`src/rtl/regfile_init_writer_if.sv`:
```
// Bundle between core write-back, the init writer and RAM write port A.
// Latency: none, signal bundle only.
// Backpressure: busy tells the core to stall; there is no ready handshake.
interface regfile_init_writer_if #(
   parameter int DATA_WIDTH = 32,
   parameter int ADDR_WIDTH = 5
);
   // core write-back side
   logic                  init_req;
   logic                  core_we;
   logic [ADDR_WIDTH-1:0] core_waddr;
   logic [DATA_WIDTH-1:0] core_wdata;
   // RAM port A side
   logic                  ena;
   logic                  wea;
   logic [ADDR_WIDTH-1:0] addra;
   logic [DATA_WIDTH-1:0] dia;
   // status back to the core
   logic                  busy;
   logic                  wr_dropped;

   // the writer: consumes core traffic, drives port A and status
   modport master (
      input  init_req, core_we, core_waddr, core_wdata,
      output ena, wea, addra, dia, busy, wr_dropped
   );

   // the surroundings: core drives requests, RAM and core observe port A/status
   modport slave (
      output init_req, core_we, core_waddr, core_wdata,
      input  ena, wea, addra, dia, busy, wr_dropped
   );
endinterface

```
`src/rtl/regfile_init_writer.sv`:
```
// Sweeps the register-file RAM with initial values, then forwards core writes to port A.
// Latency: 1 cycle core inputs to port A; sweep takes DATA_DEPTH cycles after one idle cycle.
// Backpressure: busy high while not READY; core writes offered then are dropped and flagged.
module regfile_init_writer #(
   parameter int                    DATA_WIDTH = 32,
   parameter int                    ADDR_WIDTH = 5,
   parameter int                    DATA_DEPTH = 32,
   parameter int                    SP_INDEX   = 2,
   parameter logic [DATA_WIDTH-1:0] SP_INIT    = 32'h40000000,
   parameter int                    TP_INDEX   = 4,
   parameter logic [DATA_WIDTH-1:0] TP_INIT    = 32'h10000000
) (
   input  logic                  clk,
   input  logic                  hwrst,
   regfile_init_writer_if.master bus
);

   localparam logic [ADDR_WIDTH-1:0] LAST_IDX = ADDR_WIDTH'(DATA_DEPTH - 1);
   localparam logic [ADDR_WIDTH-1:0] SP_IDX   = ADDR_WIDTH'(SP_INDEX);
   localparam logic [ADDR_WIDTH-1:0] TP_IDX   = ADDR_WIDTH'(TP_INDEX);

   typedef enum logic [1:0] {
      START,
      CLEAR,
      READY
   } state_t;

   state_t                state;
   logic [ADDR_WIDTH-1:0] cnt;

   // Sweep word for the current address; SP wins should the two presets collide.
   function automatic logic [DATA_WIDTH-1:0] init_word(input logic [ADDR_WIDTH-1:0] a);
      if (a == SP_IDX)      return SP_INIT;
      else if (a == TP_IDX) return TP_INIT;
      else                  return '0;
   endfunction

   // Sequencer: reset idle cycle, init sweep, then registered pass-through of core writes.
   always_ff @(posedge clk or posedge hwrst) begin
      if (hwrst) begin
         state          <= START;
         cnt            <= '0;
         bus.ena        <= 1'b0;
         bus.wea        <= 1'b0;
         bus.addra      <= '0;
         bus.dia        <= '0;
         bus.busy       <= 1'b1;
         bus.wr_dropped <= 1'b0;
      end else begin
         bus.wr_dropped <= 1'b0;
         case (state)
            START: begin
               state          <= CLEAR;
               cnt            <= '0;
               bus.ena        <= 1'b0;
               bus.wea        <= 1'b0;
               bus.wr_dropped <= bus.core_we;
            end
            CLEAR: begin
               // init_req is deliberately ignored here: a sweep never restarts itself
               bus.ena        <= 1'b1;
               bus.wea        <= 1'b1;
               bus.addra      <= cnt;
               bus.dia        <= init_word(cnt);
               bus.wr_dropped <= bus.core_we;
               if (cnt == LAST_IDX) begin
                  cnt      <= '0;
                  state    <= READY;
                  bus.busy <= 1'b0;
               end else begin
                  cnt <= cnt + 1'b1;
               end
            end
            READY: begin
               if (bus.init_req) begin
                  // re-init takes priority; a coincident core write is lost and flagged
                  state          <= CLEAR;
                  cnt            <= '0;
                  bus.busy       <= 1'b1;
                  bus.ena        <= 1'b0;
                  bus.wea        <= 1'b0;
                  bus.wr_dropped <= bus.core_we;
               end else begin
                  bus.ena <= bus.core_we;
                  bus.wea <= bus.core_we;
                  // address/data hold while idle so port A stays quiet
                  if (bus.core_we) begin
                     bus.addra <= bus.core_waddr;
                     bus.dia   <= bus.core_wdata;
                  end
               end
            end
            default: begin
               state    <= START;
               cnt      <= '0;
               bus.ena  <= 1'b0;
               bus.wea  <= 1'b0;
               bus.busy <= 1'b1;
            end
         endcase
      end
   end

endmodule

```
`src/flat_wrapper.sv`:
```
// flat-port wrapper written by rule: the top's interface ports become plain ports
module regfile_init_writer_flat 
#(
   parameter int                    DATA_WIDTH = 32,
   parameter int                    ADDR_WIDTH = 5,
   parameter int                    DATA_DEPTH = 32,
   parameter int                    SP_INDEX   = 2,
   parameter logic [DATA_WIDTH-1:0] SP_INIT    = 32'h40000000,
   parameter int                    TP_INDEX   = 4,
   parameter logic [DATA_WIDTH-1:0] TP_INIT    = 32'h10000000
)
  (clk, hwrst, bus_init_req, bus_core_we, bus_core_waddr, bus_core_wdata, bus_ena, bus_wea, bus_addra, bus_dia, bus_busy, bus_wr_dropped);
  regfile_init_writer_if #(.DATA_WIDTH(DATA_WIDTH), .ADDR_WIDTH(ADDR_WIDTH)) bus_i ();
  input  logic clk;
  input  logic hwrst;
  input wire logic [$bits(bus_i.init_req)-1:0] bus_init_req;
  input wire logic [$bits(bus_i.core_we)-1:0] bus_core_we;
  input wire logic [$bits(bus_i.core_waddr)-1:0] bus_core_waddr;
  input wire logic [$bits(bus_i.core_wdata)-1:0] bus_core_wdata;
  output wire logic [$bits(bus_i.ena)-1:0] bus_ena;
  output wire logic [$bits(bus_i.wea)-1:0] bus_wea;
  output wire logic [$bits(bus_i.addra)-1:0] bus_addra;
  output wire logic [$bits(bus_i.dia)-1:0] bus_dia;
  output wire logic [$bits(bus_i.busy)-1:0] bus_busy;
  output wire logic [$bits(bus_i.wr_dropped)-1:0] bus_wr_dropped;
  assign bus_i.init_req = bus_init_req;
  assign bus_i.core_we = bus_core_we;
  assign bus_i.core_waddr = bus_core_waddr;
  assign bus_i.core_wdata = bus_core_wdata;
  assign bus_ena = bus_i.ena;
  assign bus_wea = bus_i.wea;
  assign bus_addra = bus_i.addra;
  assign bus_dia = bus_i.dia;
  assign bus_busy = bus_i.busy;
  assign bus_wr_dropped = bus_i.wr_dropped;
  regfile_init_writer #(.DATA_WIDTH(DATA_WIDTH), .ADDR_WIDTH(ADDR_WIDTH), .DATA_DEPTH(DATA_DEPTH), .SP_INDEX(SP_INDEX), .SP_INIT(SP_INIT), .TP_INDEX(TP_INDEX), .TP_INIT(TP_INIT)) u_core (.clk(clk), .hwrst(hwrst), .bus(bus_i));
endmodule
```
`config.mk`:
```
export PLATFORM = sky130hd
export DESIGN_NAME = regfile_init_writer_flat
export DESIGN_NICKNAME = d
export VERILOG_FILES = /design/src/rtl/regfile_init_writer_if.sv /design/src/rtl/regfile_init_writer.sv /design/src/flat_wrapper.sv
export SDC_FILE = /design/constraint.sdc
export NUM_CORES = 1
export LEC_CHECK = 0
export CORE_MARGIN = 10
export CORE_UTILIZATION = 23
export CTS_CLUSTER_SIZE = 30
export DETAILED_ROUTE_END_ITERATION = 12
export GPL_ROUTABILITY_DRIVEN = 0
export RECOVER_POWER = 100
export SLEW_MARGIN = 40
export SYNTH_ARGS = -nofsm -noshare
export SYNTH_HDL_FRONTEND = slang
export SYNTH_SLANG_ARGS = --single-unit
```
`constraint.sdc`:
```
create_clock -name clk -period 3.69 [get_ports clk]
set_input_delay 0.5535 -clock clk [delete_from_list [all_inputs] [get_ports clk]]
set_output_delay 0.5535 -clock clk [all_outputs]
set_load 0.02 [all_outputs]
```
==> impl_metrics.py <==
metrics = {
    "power_and_ir_drop": {
        "cell_internal_pwr_mw": 1.29,
        "power_frac_seq": 0.377,
        "powerDensity_mw_per_mm2": 714,
        "p_comb_frac": 0.483,
        "swShare": 0.393,
        "ir_drop_mv": 0.220,
        "p_leak_nw": 1.38,
        "clock_power_share": 0.139,
        "switching_power_mw": 0.835,
    },
    "synth": {
        "synthFlopType": "dfrtp_1",
        "synth_edf_count": 0,
        "yosysMostFrequentCell": "dfrtp_1",
        "synth.distinct_cells": 32,
        "synth_largest_area_cell": "dfrtp_1",
        "ys_seq_area_frac": 0.583,
        "yosys.area_share.simple": 0.0743,
        "syn_nets": 209,
        "ys_seq_elements": 47,
        "synth_xor_area_frac": 0,
        "synth-adder-area-share": 0.0557,
        "synth_top_family_by_area": "compound AO/OA/AOI/OAI gates",
        "yosys-mux-area-fraction": 0.0402,
        "synth_top_cell_area_share": 0.570,
        "async_flop_share": 1.00,
        "synth_compound_area_frac": 0.194,
        "syn_area_per_cell_um2": 12.7,
        "synth_common_cells": "dfrtp_1 (46), a22o_1 (30), ha_1 (9), inv_1 (7), mux2i_1 (7)",
        "netlist_area_mm2": 0.00202,
        "synth_area_leaders": "dfrtp_1 (57%), a22o_1 (13%), ha_1 (5.6%), mux2i_1 (3.5%), a21oi_1 (1.5%)",
        "synth_cells": 159,
        "yosys_warnings": 0,
    },
    "drt": {
        "drt_pass1_iterations": 4,
        "vias": 1564,
        "drtAntennaViolNets": 0,
        "viasPerCell": 4.53,
        "routed_wl_um": 5670,
        "post_drt_wl_per_cell_um": 16.4,
        "route.detailed.drc": 0,
        "dr.first_iter.drc_count": 119,
    },
    "setup_path": {
        "required_ns": 3.91,
        "crit_type": "reg -> reg",
        "arrival_ns": 2.78,
        "critPathLaunchType": "flop",
        "end_kind": "flop",
        "cp_max_fo": 30,
    },
    "die": {
        "die_x_um": 114,
        "dieArea_mm2": 0.0129,
        "start_util": 0.234,
        "coreArea_mm2": 0.00864,
        "dieHeight_um": 114,
        "ioPinCount": 82,
        "row_count": 34,
    },
    "final_layout": {
        "drive_gt1_frac": 0.0549,
        "fillers": 859,
        "stdcell_count": 345,
        "nNetsFinal": 286,
        "area_growth_pct": 47.2,
        "insertedDiodeCount": 0,
    },
    "global_routing": {
        "grt_pass1_wl_um": 8990,
        "grt_use_total": 0.0857,
        "antenna_found_initial": 0,
        "grt-ovfl-total": 0,
        "grt_max_degree": 48,
        "grt_pass1_vias": 1653,
    },
    "sta": {
        "drv_slew": 48,
        "final.setup.tns_ns": 0,
        "setup_viol": 0,
        "maxClockFrequency_ghz": 0.391,
        "rsz0062_at_grt": "false",
        "worst_pin_slew_ns": 2.04,
        "timing.slew.headroom": -0.366,
        "clock-skew-final_ns": 0.00683,
        "layout_min_cycle_time_ns": 2.56,
        "finalCritPeriodShare": 0.694,
        "hold_viol": 0,
    },
    "clocking": {
        "cts_tree": "done",
        "htreeDepth": 2,
        "worstSkewPairLatency_ns": 0.29,
        "hold_buffers": 0,
        "cts_resized": 0,
        "clock_path_buffers": 2,
        "cts_made_buffers": 5,
        "cts_setup_buffers": 0,
        "clockRootBuffer": "clkbuf_8",
        "clkSinkCount": 47,
        "path_clk_slew_ns": 0.08,
    },
    "placed_design": {
        "port-buffer-count": 81,
        "dp.cells": 337,
        "hpwl_um": 4270,
    },
    "outcome": {
        "status": "finished, violations left",
        "violations": "capacitance limit, slew limit",
    },
    "min_path": {
        "hold_path_class": "reg -> reg",
    },
    "flow_run": {
        "drv_cap": 1,
    },
}
[kinds of logic (layout without fill, tap and decap cells)]
family	after synthesis	count (layout)
flip-flops	47	47
multiplexers	8	8
buffers and inverters	19	97
adder cells (fa/ha/maj)	9	9
AND/OR/NAND/NOR	27	27
AO/OA/AOI/OAI	49	49
[registers in the layout (all words and copies together) (netlist names)]
signal / flops
u_core.bus.addra: 5
u_core.bus.busy: 1
u_core.bus.dia: 32
u_core.bus.wea: 1
u_core.bus.wr_dropped: 1
u_core.cnt: 5
u_core.state: 2
[final cells by class]
cell class,instances,area [um2],area share
Clock inverter,3,15.0,0.00505
Tap cell,108,135,0.0454
Clock buffer,5,68.8,0.0231
Multi-Input combinational cell,93,733,0.246
Inverter,7,27.5,0.00925
Sequential cell,47,1180,0.396
Timing Repair Buffer,82,818,0.275
[path summary, 6_finish.rpt]
kind / startpoint / to / slack [ns] / cells after the start
setup / recovery: u_core.state[0]$_DFFE_PP0P_ / u_core.bus.dia[1]$_DFFE_PP0P_ / 1.13 / 5
hold / removal: u_core.bus.dia[3]$_DFFE_PP0P_ / u_core.bus.dia[3]$_DFFE_PP0P_ / 0.50 / 1
setup reg to reg: u_core.state[0]$_DFFE_PP0P_ / u_core.bus.dia[1]$_DFFE_PP0P_ / 1.13 / 5
hold reg to reg: u_core.bus.dia[3]$_DFFE_PP0P_ / u_core.bus.dia[3]$_DFFE_PP0P_ / 0.50 / 1
max in group asynchronous: hwrst / u_core.bus.dia[31]$_DFFE_PP0P_ / 1.52 / 2
min in group asynchronous: hwrst / u_core.bus.dia[12]$_DFFE_PP0P_ / 1.25 / 2
[stage by stage]
| stage | utilization | hold WS (ns) | cell area (um2) | worst slack [ns] | total power, mW |
|---|---|---|---|---|---|
| global route | 0.345 | 0.510 | 2980 | 0.842 | 2.29 |
| floorplan | - | 0.503 | 2020 | 1.94 | 1.47 |
| global placement | 0.335 | 0.482 | 2890 | 1.06 | 1.92 |
| CTS | 0.346 | 0.507 | 2980 | 1.36 | 2.24 |
| detailed placement | 0.336 | 0.481 | 2900 | 1.30 | 1.93 |
| finish | 0.345 | 0.497 | 2980 | 1.13 | 2.12 |
[worst max-delay path, cell delays in order, from the launching register on]
cell,delay [ns]
dfrtp_1,0.42
inv_1,0.12
ha_1,0.48
nor2b_1,0.26
nor2_2,0.95
a22o_1,0.25
[metal layers]
layer / vias to the layer above / track usage / wire, um
met3: 5 / 0.0341 / 468
met2: 62 / 0.134 / 2630
met1: 760 / 0.108 / 2530
met4: 0 / 0.0203 / 34
li1: 737 / - / -
met5: - / 0 / 0
[power by group through the flow]
stage	registers (mW)	clock network, mW	logic [mW]
2_1_floorplan	1.00	0	0.469
3_3_place_gp	0.822	0	1.09
3_5_place_dp	0.819	0	1.11
4_1_cts	0.812	0.312	1.12
5_1_grt	0.828	0.339	1.12
6_report	0.802	0.296	1.03
[cells in the final DEF, fill, tap and decap left out, drive strengths merged, types with 2 or more instances in the layout]
| cell type | instances |
|---|---|
| dfrtp | 46 |
| dlygate4sd3 | 42 |
| clkdlybuf4s50 | 39 |
| a22o | 30 |
| ha | 9 |
| mux2i | 7 |
| inv | 6 |
| nand2 | 6 |
| a21oi | 6 |
| nor3 | 5 |
| clkbuf | 5 |
| nand3 | 4 |
| o21ai | 3 |
| o31ai | 3 |
| clkinv | 3 |
| nor2b | 2 |
| and3b | 2 |
| nand2b | 2 |
| o221a | 2 |
| nor2 | 2 |
(Power assumes the default switching activity.)
